--- src/rtl/fb_pkg.sv ---
// Shared framebuffer types and geometry for the arbiter, VGA and CPU glue.
package fb_pkg;

  localparam int unsigned FB_WIDTH  = 214;
  localparam int unsigned FB_HEIGHT = 160;
  localparam int unsigned FB_DEPTH  = FB_WIDTH * FB_HEIGHT;

  typedef logic [2:0]  pixel_t;
  typedef logic [15:0] fb_addr_t;

  typedef enum logic [1:0] {
    OWN_NONE,
    OWN_VGA,
    OWN_CPU,
    OWN_CLEAR
  } fb_owner_e;

  typedef enum logic [0:0] {
    CLR_IDLE,
    CLR_FILL
  } clear_state_e;

  localparam fb_addr_t FB_LAST_ADDR = fb_addr_t'(FB_DEPTH - 1);

  function automatic logic fb_addr_in_range(input fb_addr_t addr);
    return 32'(addr) < FB_DEPTH;
  endfunction

endpackage

--- src/rtl/fb_clear_engine.sv ---
// Bulk-fill engine: walks the whole framebuffer writing one latched colour,
// advancing only on cycles the arbiter hands it the SRAM.
module fb_clear_engine
  import fb_pkg::*;
(
  input  logic     clk,
  input  logic     rst_sync,
  input  logic     clear_start,
  input  pixel_t   clear_color,
  input  logic     clr_gnt,
  output logic     clr_req,
  output fb_addr_t clr_addr,
  output pixel_t   clr_data,
  output logic     busy
);

  clear_state_e state_q, state_d;
  fb_addr_t     addr_q, addr_d;
  pixel_t       color_q, color_d;

  // Next-state: start latches colour and rewinds; each granted write advances.
  always_comb begin
    state_d = state_q;
    addr_d  = addr_q;
    color_d = color_q;
    unique case (state_q)
      CLR_IDLE: begin
        if (clear_start) begin
          state_d = CLR_FILL;
          addr_d  = '0;
          color_d = clear_color;
        end
      end
      CLR_FILL: begin
        if (clr_gnt) begin
          if (addr_q == FB_LAST_ADDR) begin
            state_d = CLR_IDLE;
          end else begin
            addr_d = addr_q + fb_addr_t'(1);
          end
        end
      end
      default: state_d = CLR_IDLE;
    endcase
  end

  // State registers with synchronous reset; reset aborts any fill in progress.
  always_ff @(posedge clk) begin
    if (rst_sync) begin
      state_q <= CLR_IDLE;
      addr_q  <= '0;
      color_q <= '0;
    end else begin
      state_q <= state_d;
      addr_q  <= addr_d;
      color_q <= color_d;
    end
  end

  assign clr_req  = (state_q == CLR_FILL);
  assign busy     = (state_q == CLR_FILL);
  assign clr_addr = addr_q;
  assign clr_data = color_q;

endmodule

--- src/rtl/fb_arbiter.sv ---
// Single-port framebuffer SRAM arbiter: VGA > CPU > clear, with a bounded-wait
// override for the CPU and a two-stage owner-tag pipeline steering read data.
module fb_arbiter
  import fb_pkg::*;
#(
  parameter int unsigned STARVE_LIMIT = 3
) (
  input  logic        clk,
  input  logic        rst_sync,
  input  logic        vga_req,
  input  logic [15:0] vga_addr,
  output logic        vga_gnt,
  output logic        vga_rvalid,
  output logic [2:0]  vga_rdata,
  input  logic        cpu_req,
  input  logic        cpu_we,
  input  logic [15:0] cpu_addr,
  input  logic [2:0]  cpu_wdata,
  output logic        cpu_gnt,
  output logic        cpu_rvalid,
  output logic [2:0]  cpu_rdata,
  input  logic        clear_start,
  input  logic [2:0]  clear_color,
  output logic        clear_busy,
  output logic [15:0] sram_addr,
  output logic        sram_we,
  output logic [2:0]  sram_wdata,
  input  logic [2:0]  sram_rdata
);

  localparam int unsigned CntW = $clog2(STARVE_LIMIT + 1);
  localparam logic [CntW-1:0] CntMax = CntW'(STARVE_LIMIT);

  logic            clr_req, clr_gnt;
  fb_addr_t        clr_addr;
  pixel_t          clr_data;

  logic [CntW-1:0] starve_cnt_q, starve_cnt_d;
  logic            starved;

  fb_owner_e       acc_owner;
  fb_addr_t        acc_addr;
  logic            acc_we, acc_rd, acc_oor;
  pixel_t          acc_wdata;

  fb_addr_t        sram_addr_q;
  logic            sram_we_q;
  pixel_t          sram_wdata_q;
  fb_owner_e       tag1_q, tag2_q;
  logic            rd1_q, oor1_q, oor2_q;

  fb_clear_engine u_clear (
    .clk         (clk),
    .rst_sync    (rst_sync),
    .clear_start (clear_start),
    .clear_color (clear_color),
    .clr_gnt     (clr_gnt),
    .clr_req     (clr_req),
    .clr_addr    (clr_addr),
    .clr_data    (clr_data),
    .busy        (clear_busy)
  );

  // Grant decode: a starved CPU pre-empts VGA; clear only takes idle slots.
  always_comb begin
    starved = cpu_req && (starve_cnt_q == CntMax);
    cpu_gnt = cpu_req && (starved || !vga_req);
    vga_gnt = vga_req && !starved;
    clr_gnt = clr_req && !vga_req && !cpu_req;
  end

  // Starvation counter: counts ungranted CPU cycles, saturating at the limit.
  always_comb begin
    starve_cnt_d = starve_cnt_q;
    if (!cpu_req || cpu_gnt) begin
      starve_cnt_d = '0;
    end else if (starve_cnt_q != CntMax) begin
      starve_cnt_d = starve_cnt_q + CntW'(1);
    end
  end

  // Access mux: select the granted requester; idle cycles hold address/data.
  always_comb begin
    acc_owner = OWN_NONE;
    acc_addr  = sram_addr_q;
    acc_we    = 1'b0;
    acc_rd    = 1'b0;
    acc_wdata = sram_wdata_q;
    if (vga_gnt) begin
      acc_owner = OWN_VGA;
      acc_addr  = vga_addr;
      acc_rd    = 1'b1;
    end else if (cpu_gnt) begin
      acc_owner = OWN_CPU;
      acc_addr  = cpu_addr;
      acc_we    = cpu_we;
      acc_rd    = !cpu_we;
      acc_wdata = cpu_wdata;
    end else if (clr_gnt) begin
      acc_owner = OWN_CLEAR;
      acc_addr  = clr_addr;
      acc_we    = 1'b1;
      acc_wdata = clr_data;
    end
    acc_oor = !fb_addr_in_range(acc_addr);
  end

  // SRAM output stage and two-deep tag pipeline aligned with sram_rdata.
  always_ff @(posedge clk) begin
    if (rst_sync) begin
      starve_cnt_q <= '0;
      sram_addr_q  <= '0;
      sram_we_q    <= 1'b0;
      sram_wdata_q <= '0;
      tag1_q       <= OWN_NONE;
      rd1_q        <= 1'b0;
      oor1_q       <= 1'b0;
      tag2_q       <= OWN_NONE;
      oor2_q       <= 1'b0;
    end else begin
      starve_cnt_q <= starve_cnt_d;
      sram_addr_q  <= acc_addr;
      sram_we_q    <= acc_we && !acc_oor;
      sram_wdata_q <= acc_wdata;
      tag1_q       <= acc_owner;
      rd1_q        <= acc_rd;
      oor1_q       <= acc_oor;
      // Writes and clear fills carry a tag but never return data.
      tag2_q       <= rd1_q ? tag1_q : OWN_NONE;
      oor2_q       <= oor1_q;
    end
  end

  // Read-return steering; out-of-range reads return zero.
  always_comb begin
    vga_rvalid = (tag2_q == OWN_VGA);
    cpu_rvalid = (tag2_q == OWN_CPU);
    vga_rdata  = (vga_rvalid && !oor2_q) ? sram_rdata : 3'b000;
    cpu_rdata  = (cpu_rvalid && !oor2_q) ? sram_rdata : 3'b000;
  end

  assign sram_addr  = sram_addr_q;
  assign sram_we    = sram_we_q;
  assign sram_wdata = sram_wdata_q;

endmodule
--- config.mk ---
export PLATFORM = sky130hd
export DESIGN_NAME = fb_arbiter
export DESIGN_NICKNAME = d
export VERILOG_FILES = /design/src/rtl/fb_pkg.sv /design/src/rtl/fb_clear_engine.sv /design/src/rtl/fb_arbiter.sv
export SDC_FILE = /design/constraint.sdc
export NUM_CORES = 1
export LEC_CHECK = 0
export ABC_AREA = 0
export BUFFER_PORTS_ARGS = -buffer_cell sky130_fd_sc_hd__buf_2
export CAP_MARGIN = 0
export CORE_ASPECT_RATIO = 0.8
export CORE_MARGIN = 4
export CORE_UTILIZATION = 50
export DETAILED_ROUTE_END_ITERATION = 6
export GPL_ROUTABILITY_DRIVEN = 1
export PLACE_DENSITY = 0.9
export SLEW_MARGIN = 10
export SYNTH_ARGS = -nofsm -noshare
export SYNTH_HDL_FRONTEND = slang
export SYNTH_SLANG_ARGS = --single-unit
--- constraint.sdc ---
create_clock -name clk -period 2.7 [get_ports clk]
set_clock_uncertainty 0.2 [all_clocks]
set_input_delay 0.27 -clock clk [delete_from_list [all_inputs] [get_ports clk]]
set_output_delay 0.27 -clock clk [all_outputs]
set_load 0.02 [all_outputs]
=== Word level (Yosys, flattened, before mapping) ===
Cells that the tools add are included.

* Add/sub/neg operators: 2
* Reductions and logical operators: 23
* Eq/ne operators: 8
* Muxes and demuxes: 23
* Bitwise operators: 3
* $lt $le $gt $ge: 1

{| class="wikitable"
|+ Operators by type and width
! operator !! count
|-
| $mux 16 || 6
|-
| $pmux 16 s2 || 1
|-
| $add 16x1->16 const B || 1
|-
| $eq 16x16->1 const B || 1
|-
| $lt 16x16->1 const B || 1
|-
| $mux 3 || 4
|-
| $mux 1 || 9
|-
| $logic_and 1x1->1 || 8
|-
| $ne 2x2->1 const B || 4
|-
| $logic_not 1->1 || 6
|-
| $reduce_or 2->1 || 3
|-
| $eq 2x2->1 const B || 2
|-
| $mux 2 || 2
|-
| $reduce_and 2->1 || 2
|-
| $not 1->1 || 3
|-
| $reduce_and 3->1 || 1
|-
| $add 2x1->2 const B || 1
|-
| $eq 2x1->1 const B || 1
|-
| $logic_or 1x1->1 || 2
|-
| $pmux 1 s2 || 1
|-
| $reduce_bool 2->1 || 1
|}

* Word-level logic and storage cells: 73
* Bits in registers: 49
* Input port bits: 47
* Output and inout port bits: 31

=== Depth between registers and ports, before layout ===
Gate-level depths: netlist of run 1.

* Depth in word-level cells: 8
* Gate-level depth with buffers: 10
* Gate-level depth less buffers: 8

=== By module ===
From an unflattened synthesis of run 1, not the netlist that was laid out.

* Cells, all modules: 297
* Area, all modules: 2613.8 µm²

{| class="wikitable"
|+ By module, submodules not included
! module !! cells an instance !! area each (µm²) !! instances !! seq. area each (µm²)
|-
| fb_arbiter || 174 || 1540.2 || 1 || 580.6
|-
| fb_clear_engine || 123 || 1073.5 || 1 || 400.4
|}

=== Worst setup path before layout of run 1 ===
OpenSTA, ideal clock, no wires.

* Path type: register to register
* Start: reg starve_cnt_q[0]
* End: reg sram_we_q, in the netlist sram_we
* Clock period less this slack: 2.215 ns
* Arrival time: 1.891 ns
* Library setup time: 0.124 ns
* Stages on the path, launching flop included: 10
* Data required time: 2.376 ns
* Slack: 0.485 ns
* Buffers on the path: 3
* Cells stage by stage: dfxtp_1 ha_1 buf_2 a21bo_2 clkbuf_1 inv_1 clkbuf_1 a211oi_1 o21ai_0 a21oi_1

* Elaborated cells between the ends (all ways): 12
* Those cells by class: order compare (1); eq/ne (1); mux (4); reduce/logical (6)

{| class="wikitable"
|+ RTL lines
! what !! line !! source
|-
| start, declared || fb_arbiter.sv:38 || <nowiki>logic [CntW-1:0] starve_cnt_q, starve_cnt_d;</nowiki>
|-
| start signal, assigned || fb_arbiter.sv:121 || <nowiki>starve_cnt_q <= starve_cnt_d;</nowiki>
|-
| $eq 2x2->1 * || fb_arbiter.sv:66 || <nowiki>starved = cpu_req && (starve_cnt_q == CntMax);</nowiki>
|-
| $logic_and 1x1->1 * || fb_arbiter.sv:66 ||
|-
| $logic_not 1->1 * || fb_arbiter.sv:68 || <nowiki>vga_gnt = vga_req && !starved;</nowiki>
|-
| $logic_and 1x1->1 * || fb_arbiter.sv:68 ||
|-
| named net vga_gnt || fb_arbiter.sv:12 || <nowiki>output logic vga_gnt,</nowiki>
|-
| $mux 16 || fb_arbiter.sv:89 || <nowiki>if (vga_gnt) begin</nowiki>
|-
| $lt 16x16->1 || fb_pkg.sv:26 || <nowiki>return 32'(addr) < FB_DEPTH;</nowiki>
|-
| $logic_and 1x1->1 * || fb_arbiter.sv:123 || <nowiki>sram_we_q <= acc_we && !acc_oor;</nowiki>
|-
| end signal, assigned || fb_arbiter.sv:123 ||
|-
| end, declared || fb_arbiter.sv:47 || <nowiki>logic sram_we_q;</nowiki>
|}

Mark *: on every way through the listed nets, which the timed path passes. The rest lies on a longest branch.
A chain may end at the register's enable or synchronous reset.

=== Final worst setup path of run 1 ===
* Start: reg starve_cnt_q[0]
* End: out cpu_gnt

* Word-level cells in the longest chain between the ends: 4

{| class="wikitable"
|+ RTL lines
! what !! line !! source
|-
| $eq 2x2->1 || fb_arbiter.sv:66 ||
|-
| $logic_and 1x1->1 || fb_arbiter.sv:66 ||
|-
| $logic_or 1x1->1 || fb_arbiter.sv:67 || <nowiki>cpu_gnt = cpu_req && (starved || !vga_req);</nowiki>
|-
| $logic_and 1x1->1 || fb_arbiter.sv:67 ||
|-
| end, declared || fb_arbiter.sv:19 || <nowiki>output logic cpu_gnt,</nowiki>
|}

No other way between the ends.

==> metrics.txt, run 1 <==
Endpoint, Worst Hold u_clear.clr_data[0]; CTS root buffer clkbuf_8; router iterations before antenna repair 5; final setup vio count 0; Bufs on Longest Clock Path 2; DR vias/cell roughly 5.7; Layout area overhead 21.96%; Post-synth ARST share 0%; Main synth FF type dfxtp_1; r2r setup slk 0.30 ns; Switching Fraction about a quarter; period utilization 88.93%; flops & latches, synth 49; die area roughly 6000 µm²; DRC errors left 0; CTS tree built; Buf/Inv on CP 3; internal power 0.001132 W; Critical Path End Type primary output; RSZ-0062 raised after global routing false; CTS buffer count 5; Layout fillers 377; Worst-Margin Slew 0.7757 ns; Hold Slack around 0.0013 ns; crit-path max cell delay ~0.35 ns; number of buffers added on ports 77; net count after synthesis between 300 and 400; Clk Latency, worst-skew pair 0.31 ns; clock share of power about a third; CTS H-Tree Depth 2; Final min period between 2 and 2.5 ns; nets 400; RR Startpoint starve_cnt_q[0]; HP Class in -> reg; Rows 22; max_slew headroom 47.89%; initial core utilization 52.00%; Reg2Reg Depth 8; Final HPWL DP roughly 4500 µm; Hold Vio Cnt, Final 0; Worst R2R End oor1_q; sequential power share between 50 and 60%; CP max-delay cell dfxtp_1; Worst Path Arrival about 1.9 ns; Die Wd ~86 µm; startpoint type of the worst setup path flip-flop; core area about 4600 µm²; CP required ~2.2 ns; Max Slew Vio Count 0; vias in the first global route ~2100; FMAX between 0.4 and 0.5 GHz; hold path cells 3; fin util 63.42%; final wirelength around 6100 µm; total number of yosys warnings 0; Yosys cell types 48; first-pass GRT wire length just under 10000 µm; final setup TNS 0 ns; Clock Sinks ~50; Worst-path clk slew ~0.090 ns; Post-DRT Antenna Nets 0; GPL Wtd Cong approximately 0.87; diode count 0; Max Cap Viol 0; worst path cell trace ha_1, a21bo_2, buf_4, nand2_1, inv_1, buf_2; WS Path Type reg -> out; Comb power frac 15.2%; Post-synth EDFFs 0; layout cell share with drive strength beyond 1 approximately 28%; global route total overflow 0; synthesized area between 2000 and 2500 µm²; Syn Inst Count roughly 280; CP top delay family buffers and inverters; HP Start clear_color[0]; status complete, no violations; largest net degree at the start of global routing 32; crit path max fanout 9; Leakage ~1.3 nW; CTS resizes 0; sequential fraction of the synthesis area between 40% and 50%; syn_area_per_cell about 8.7 µm²; GRT Util Overall around 20%; Pwr Density approximately 520 nW/µm²; drt first-iter violations between 200 and 250; io pins just under 80; via count about 2300; peak supply drop roughly 0.29 mV; antenna violations before repair 0; die height approximately 70 µm; P_sw 0.0004024 W; wire length per cell between 10 and 15 µm
[worst max-delay path by stage]
stage	startpoint	end	slack [ns]	cells after the start
finish	starve_cnt_q[0]	cpu_gnt	0.30	6
global route	u_clear.busy	u_clear.clr_addr[10]	0.12	6
CTS	starve_cnt_q[0]	cpu_gnt	0.32	6
detailed placement	starve_cnt_q[0]	oor1_q	0.39	8
global placement	u_clear.busy	oor1_q	0.50	5
floorplan	starve_cnt_q[0]	sram_we	0.48	9
[logic make-up after synthesis]
group,share of synthesized area [%]
multiplexers,5.567
XOR/XNOR,5.463
adder cells (fa/ha/maj),1.040
flip-flops,40.79
AND/OR/NAND/NOR,24.82
buffers and inverters,4.891
AO/OA/AOI/OAI,17.43
[power by group through the flow]
stage | logic (W) | clock network (W) | registers, W
floorplan | 0.000125 | 0 | 0.000812
global placement | 0.000225 | 0 | 0.000790
detailed placement | 0.000230 | 0 | 0.000791
CTS | 0.000233 | 0.000533 | 0.000775
global route | 0.000255 | 0.000567 | 0.000779
finish | 0.000233 | 0.000527 | 0.000775
[cell type report]
| type | count | area [µm²] | area share (%) |
|---|---|---|---|
| Inverter | 7 | 26.28 | 0.8959 |
| Timing Repair Buffer | 83 | 432.9 | 14.76 |
| Tap cell | 60 | 75.07 | 2.560 |
| Clock inverter | 2 | 38.79 | 1.323 |
| Sequential cell | 49 | 980.9 | 33.45 |
| Clock buffer | 6 | 72.57 | 2.474 |
| Multi-Input combinational cell | 205 | 1306 | 44.54 |
[cell usage after synthesis (3+ instances only)]
| cell type | count | share of area [%] |
|---|---|---|
| a211oi_1 | 9 | 2.8 |
| a21oi_1 | 12 | 2.5 |
| a221o_1 | 6 | 2.5 |
| a311oi_1 | 3 | 1.1 |
| clkbuf_1 | 8 | 1.2 |
| dfxtp_1 | 49 | 41 |
| inv_1 | 7 | 1.1 |
| mux2_2 | 3 | 1.4 |
| mux2i_1 | 10 | 4.2 |
| nand2_1 | 23 | 3.6 |
| nand2b_1 | 10 | 2.6 |
| nand3_1 | 6 | 1.2 |
| nand4_1 | 3 | 0.78 |
| nor2_1 | 42 | 6.6 |
| nor2b_1 | 12 | 3.1 |
| nor3_1 | 6 | 1.2 |
| o21ai_0 | 10 | 2.1 |
| o22ai_1 | 5 | 1.3 |
| xnor2_1 | 8 | 2.9 |
| xor2_1 | 7 | 2.5 |
[state kept, by name, indices dropped and copies added, names as in the netlist]
| name | flops |
|---|---|
| oor1_q | 1 |
| oor2_q | 1 |
| rd1_q | 1 |
| sram_addr | 16 |
| sram_wdata | 3 |
| sram_we | 1 |
| starve_cnt_q | 2 |
| tag1_q | 2 |
| tag2_q | 2 |
| u_clear.busy | 1 |
| u_clear.clr_addr | 16 |
| u_clear.clr_data | 3 |
[stage by stage]
| step | cells | power, W | setup WS [ns] | cell area, µm² |
|---|---|---|---|---|
| detailed placement | 403 | 0.001021 | 0.3898 | 2811 |
| global route | 412 | 0.001601 | 0.1162 | 2933 |
| global placement | 403 | 0.001015 | 0.4988 | 2811 |
| finish | 412 | 0.001535 | 0.2988 | 2933 |
| CTS | 412 | 0.001541 | 0.3204 | 2933 |
| floorplan | 276 | 0.0009372 | 0.4845 | 2405 |
[worst register-to-register path: cells and delay by family, from the launching register on]
kind	cells	cell delay, ns
AND/OR/NAND/NOR	1	0.18
buffers and inverters	1	0.23
adder cells (fa/ha/maj)	1	0.35
flip-flops	1	0.35
AO/OA/AOI/OAI	5	0.99
[cells in the final DEF (no fill, tap or decap), types with 3 or more instances in the layout]
cell and instances:
nor3_1 6, a311oi_1 3, o21ai_0 10, mux2i_1 10, nor2b_1 12, o22ai_1 5, nand3_1 6, xor2_1 7
nand4_1 3, nand2_1 23, a211oi_1 9, nor2_1 42, xnor2_1 8, mux2_2 3, nand2b_1 10, clkbuf_8 5
dfxtp_1 49, a21oi_1 12, a221o_1 6, inv_1 7, buf_4 5, buf_2 77
[metal layers]
layer  global-route usage [%]  vias to the layer above  routed length (µm)
li1                         -                     1136                   -
met1                    26.56                     1075                2522
met2                    32.59                      118                2822
met3                    5.189                       11                 686
met4                    6.854                        0                  85
met5                        0                        -                   0
[what timing repair did]
item                                   4_1_cts  5_1_grt
endpoints found under the hold margin        1        0
hold buffers                                 1        0
buffers inserted                             0        0
Note: power is estimated with default switching activity, not from simulation.
==> inputs of run 2 (changes only) <==
--- a/config.mk
+++ b/config.mk
@@ -10,11 +10,12 @@
 export CAP_MARGIN = 0
 export CORE_ASPECT_RATIO = 0.8
 export CORE_MARGIN = 4
-export CORE_UTILIZATION = 50
+export CORE_UTILIZATION = 51
 export DETAILED_ROUTE_END_ITERATION = 6
 export GPL_ROUTABILITY_DRIVEN = 1
 export PLACE_DENSITY = 0.9
 export SLEW_MARGIN = 10
 export SYNTH_ARGS = -nofsm -noshare
 export SYNTH_HDL_FRONTEND = slang
+export SYNTH_HIERARCHICAL = 1
 export SYNTH_SLANG_ARGS = --single-unit
==> constraint.sdc (replaced) <==
create_clock -name clk -period 2.7 [get_ports clk]
set_clock_uncertainty 0.2 [all_clocks]
set_input_delay 0.135 -clock clk [delete_from_list [all_inputs] [get_ports clk]]
set_output_delay 0.135 -clock clk [all_outputs]
set_load 0.02 [all_outputs]
==> run 2 against run 1 <==
  * Sequential power decreased by 0.5%
  * Via count increased by 18%
  * Clock power increased by 3%
  * Power rose by 3.4%
  * Non-clock buffer count up 13
  * Global-route usage is 5.0 points higher
  * Clock-buffer cell count decreased by 1
  * Synthesized area rose by 8.7%
  * Setup slack gained 0.039 ns
  * Utilization increased by 2.0 points
  * Maximum frequency increased by 1.7%
==> metrics.txt, run 2 <==
router iterations before antenna repair 5; Main synth FF type dfxtp_1; Syn Inst Count around 300; Leakage between 1 and 1.5 nW; Max Slew Vio Count 0; post-synth top area share between 30% and 40%; crit path max fanout 15; Critical Path End Type flip-flop; status complete, no violations; Yosys cell types 60; Clock Sinks a little under 50; crit-path max cell delay around 0.38 ns; final wirelength ~7900 µm; RR Startpoint starve_cnt_q[0]; final setup TNS 0 ns; Comb power frac roughly 17%; CP required 2.69 ns; cell depth of the worst setup path 6; Final min period around 2.4 ns; top-count cell post-synth dfxtp_1; GRT Util Overall approximately 25%; die area 6342 µm²; internal power 0.001147 W; vias in the first global route approximately 2600; global route total overflow 0; nets between 400 and 500; Post-synth ARST share 0%; DR vias/cell 6.205; io pins 78; CP top delay family compound AO/OA/AOI/OAI gates; fin area 3259 µm²; cts hold-fix bufs 15; Layout fillers 367; first-pass GRT wire length approximately 13000 µm; total number of yosys warnings 6; FMAX approximately 0.42 GHz; CP startpoint starve_cnt_q[0]; Rows 23; Die Wd about 88 µm; Final HPWL DP between 5000 and 6000 µm; DRC errors left 0; Worst Path Arrival between 2 and 2.5 ns; CP max-delay cell a311oi_1; drt first-iter violations between 300 and 400; Post-DRT Antenna Nets 0; core area 4979 µm²; period utilization about 87%; sequential power share 48.5%; number of buffers added on ports between 70 and 80; Bufs on Longest Clock Path 2; Synth area leader dfxtp_1; CTS buffer count 5; commonest non-fill, non-tap cells in the layout buf_2 (77), dfxtp_1 (49), nand2_1 (29); Worst-path clk slew around 0.10 ns; Layout area overhead 24.70%; Hold Vio Cnt, Final 0; worst path cell trace ha_1, a21bo_4, clkinv_2, nor2_2, nor2_1, a311oi_1; Max Cap Viol 0; flops & latches, synth a little under 50; CTS H-Tree Depth 2; Worst R2R End sram_wdata[1]; die height slightly above 70 µm; synth top area cells dfxtp_1 (38%), a21oi_1 (4.8%), nand2_1 (4.2%); antenna violations before repair 0; r2r setup slk between 0.3 and 0.4 ns; Setup crit end sram_wdata[1]; WS Path Type reg -> reg; Post-synth EDFFs 0; GPL Wtd Cong 0.8238; wire length per cell around 18 µm; largest net degree at the start of global routing between 40 and 50; Reg2Reg Depth 6; sequential fraction of the synthesis area a little under two fifths; layout cell share with drive strength beyond 1 approximately 28%; syn_area_per_cell 8.801 µm²; max_slew headroom between 40% and 50%; clock share of power between 30% and 40%; Pwr Density ~490 nW/µm²; diode count 0; synthesized area around 2600 µm²; Switching Fraction between 20 and 30%; via count 2755; CTS root buffer clkbuf_8; postcts setup bufs 0; Clk Latency, worst-skew pair 0.31 ns; CTS resizes 0; hold path cells 3; most common library cells after synthesis dfxtp_1 (49), nand2_1 (29), a21oi_1 (25), nor2_1 (24), nand2b_1 (13); Post-DP Area 2994 µm²; Worst-Margin Slew between 0.7 and 0.8 ns; net count after synthesis approximately 350; Buf/Inv on CP 1; CTS tree built; RSZ-0062 raised after global routing false; startpoint type of the worst setup path flip-flop; peak supply drop about 0.29 mV; commonest non-fill, non-tap cell in the layout buf_2; final setup vio count 0; HP Class in -> reg; initial core utilization 52.50%; P_sw approximately 0.00044 W
==> run 2: cell families after synthesis <==
group | after synthesis | synth area share (%)
simple gates | 117 | 25.56
compound gates | 90 | 25.23
flops | 49 | 37.53
buf+inv | 26 | 5.361
mux | 11 | 4.691
xor+xnor | 2 | 0.6703
fa+ha+maj | 2 | 0.9572
==> run 2: layer usage <==
| metal | track usage [%] | wire length, µm | vias to the layer above |
|---|---|---|---|
| li1 | - | - | 1269 |
| met1 | 31.33 | 3043 | 1252 |
| met2 | 40.72 | 3660 | 187 |
| met3 | 6.129 | 802 | 47 |
| met4 | 14.09 | 421 | 0 |
| met5 | 0 | 0 | - |
==> run 2: worst min path at each step <==
stage	from	to	slack, ns
final	cpu_req	starve_cnt_q[0]	0.007
after CTS	vga_addr[0]	sram_addr[0]	0.005
after floorplan	clear_color[0]	u_clear/clr_data[0]	0.07
after global routing	cpu_req	starve_cnt_q[0]	0.02
after global placement	clear_color[2]	u_clear/clr_data[2]	0.18
after detailed placement	clear_color[0]	u_clear/clr_data[0]	0.19
==> run 2: per-stage QoR <==
stage,setup slack [ns],hold WS [ns],power [W],util (%),std cells
3_5_place_dp,0.4000,0.1873,0.001033,60.14,421
3_3_place_gp,0.4959,0.1835,0.001028,60.14,421
4_1_cts,0.3774,0.004913,0.001574,65.47,444
5_1_grt,0.1707,0.02239,0.001641,65.47,444
2_1_floorplan,0.1931,0.07096,0.0009468,-,297
6_report,0.3380,0.007424,0.001588,65.47,444
==> run 2: final cells by class <==
type                            count  area, µm²  area share (%)
Inverter                            7      27.53          0.8445
Tap cell                           62      77.57           2.380
Clock inverter                      3      46.29           1.420
Timing Repair Buffer               96      565.5           17.35
Clock buffer                        5      68.82           2.111
Multi-Input combinational cell    222       1493           45.80
Sequential cell                    49      980.9           30.10
==> run 2: tightest hold or removal path, delay by kind of cell <==
| family | cells | cell delay [ns] |
|---|---|---|
| buffers and inverters | 1 | 0.18 |
| and+or+nand+nor | 2 | 0.17 |
==> run 2: power groups by stage <==
stage	registers (W)	logic (W)	clock network [W]
floorplan	0.000810	0.000137	0
global placement	0.000785	0.000242	0
detailed placement	0.000786	0.000247	0
CTS	0.000769	0.000266	0.000538
global route	0.000774	0.000295	0.000573
finish	0.000771	0.000274	0.000543
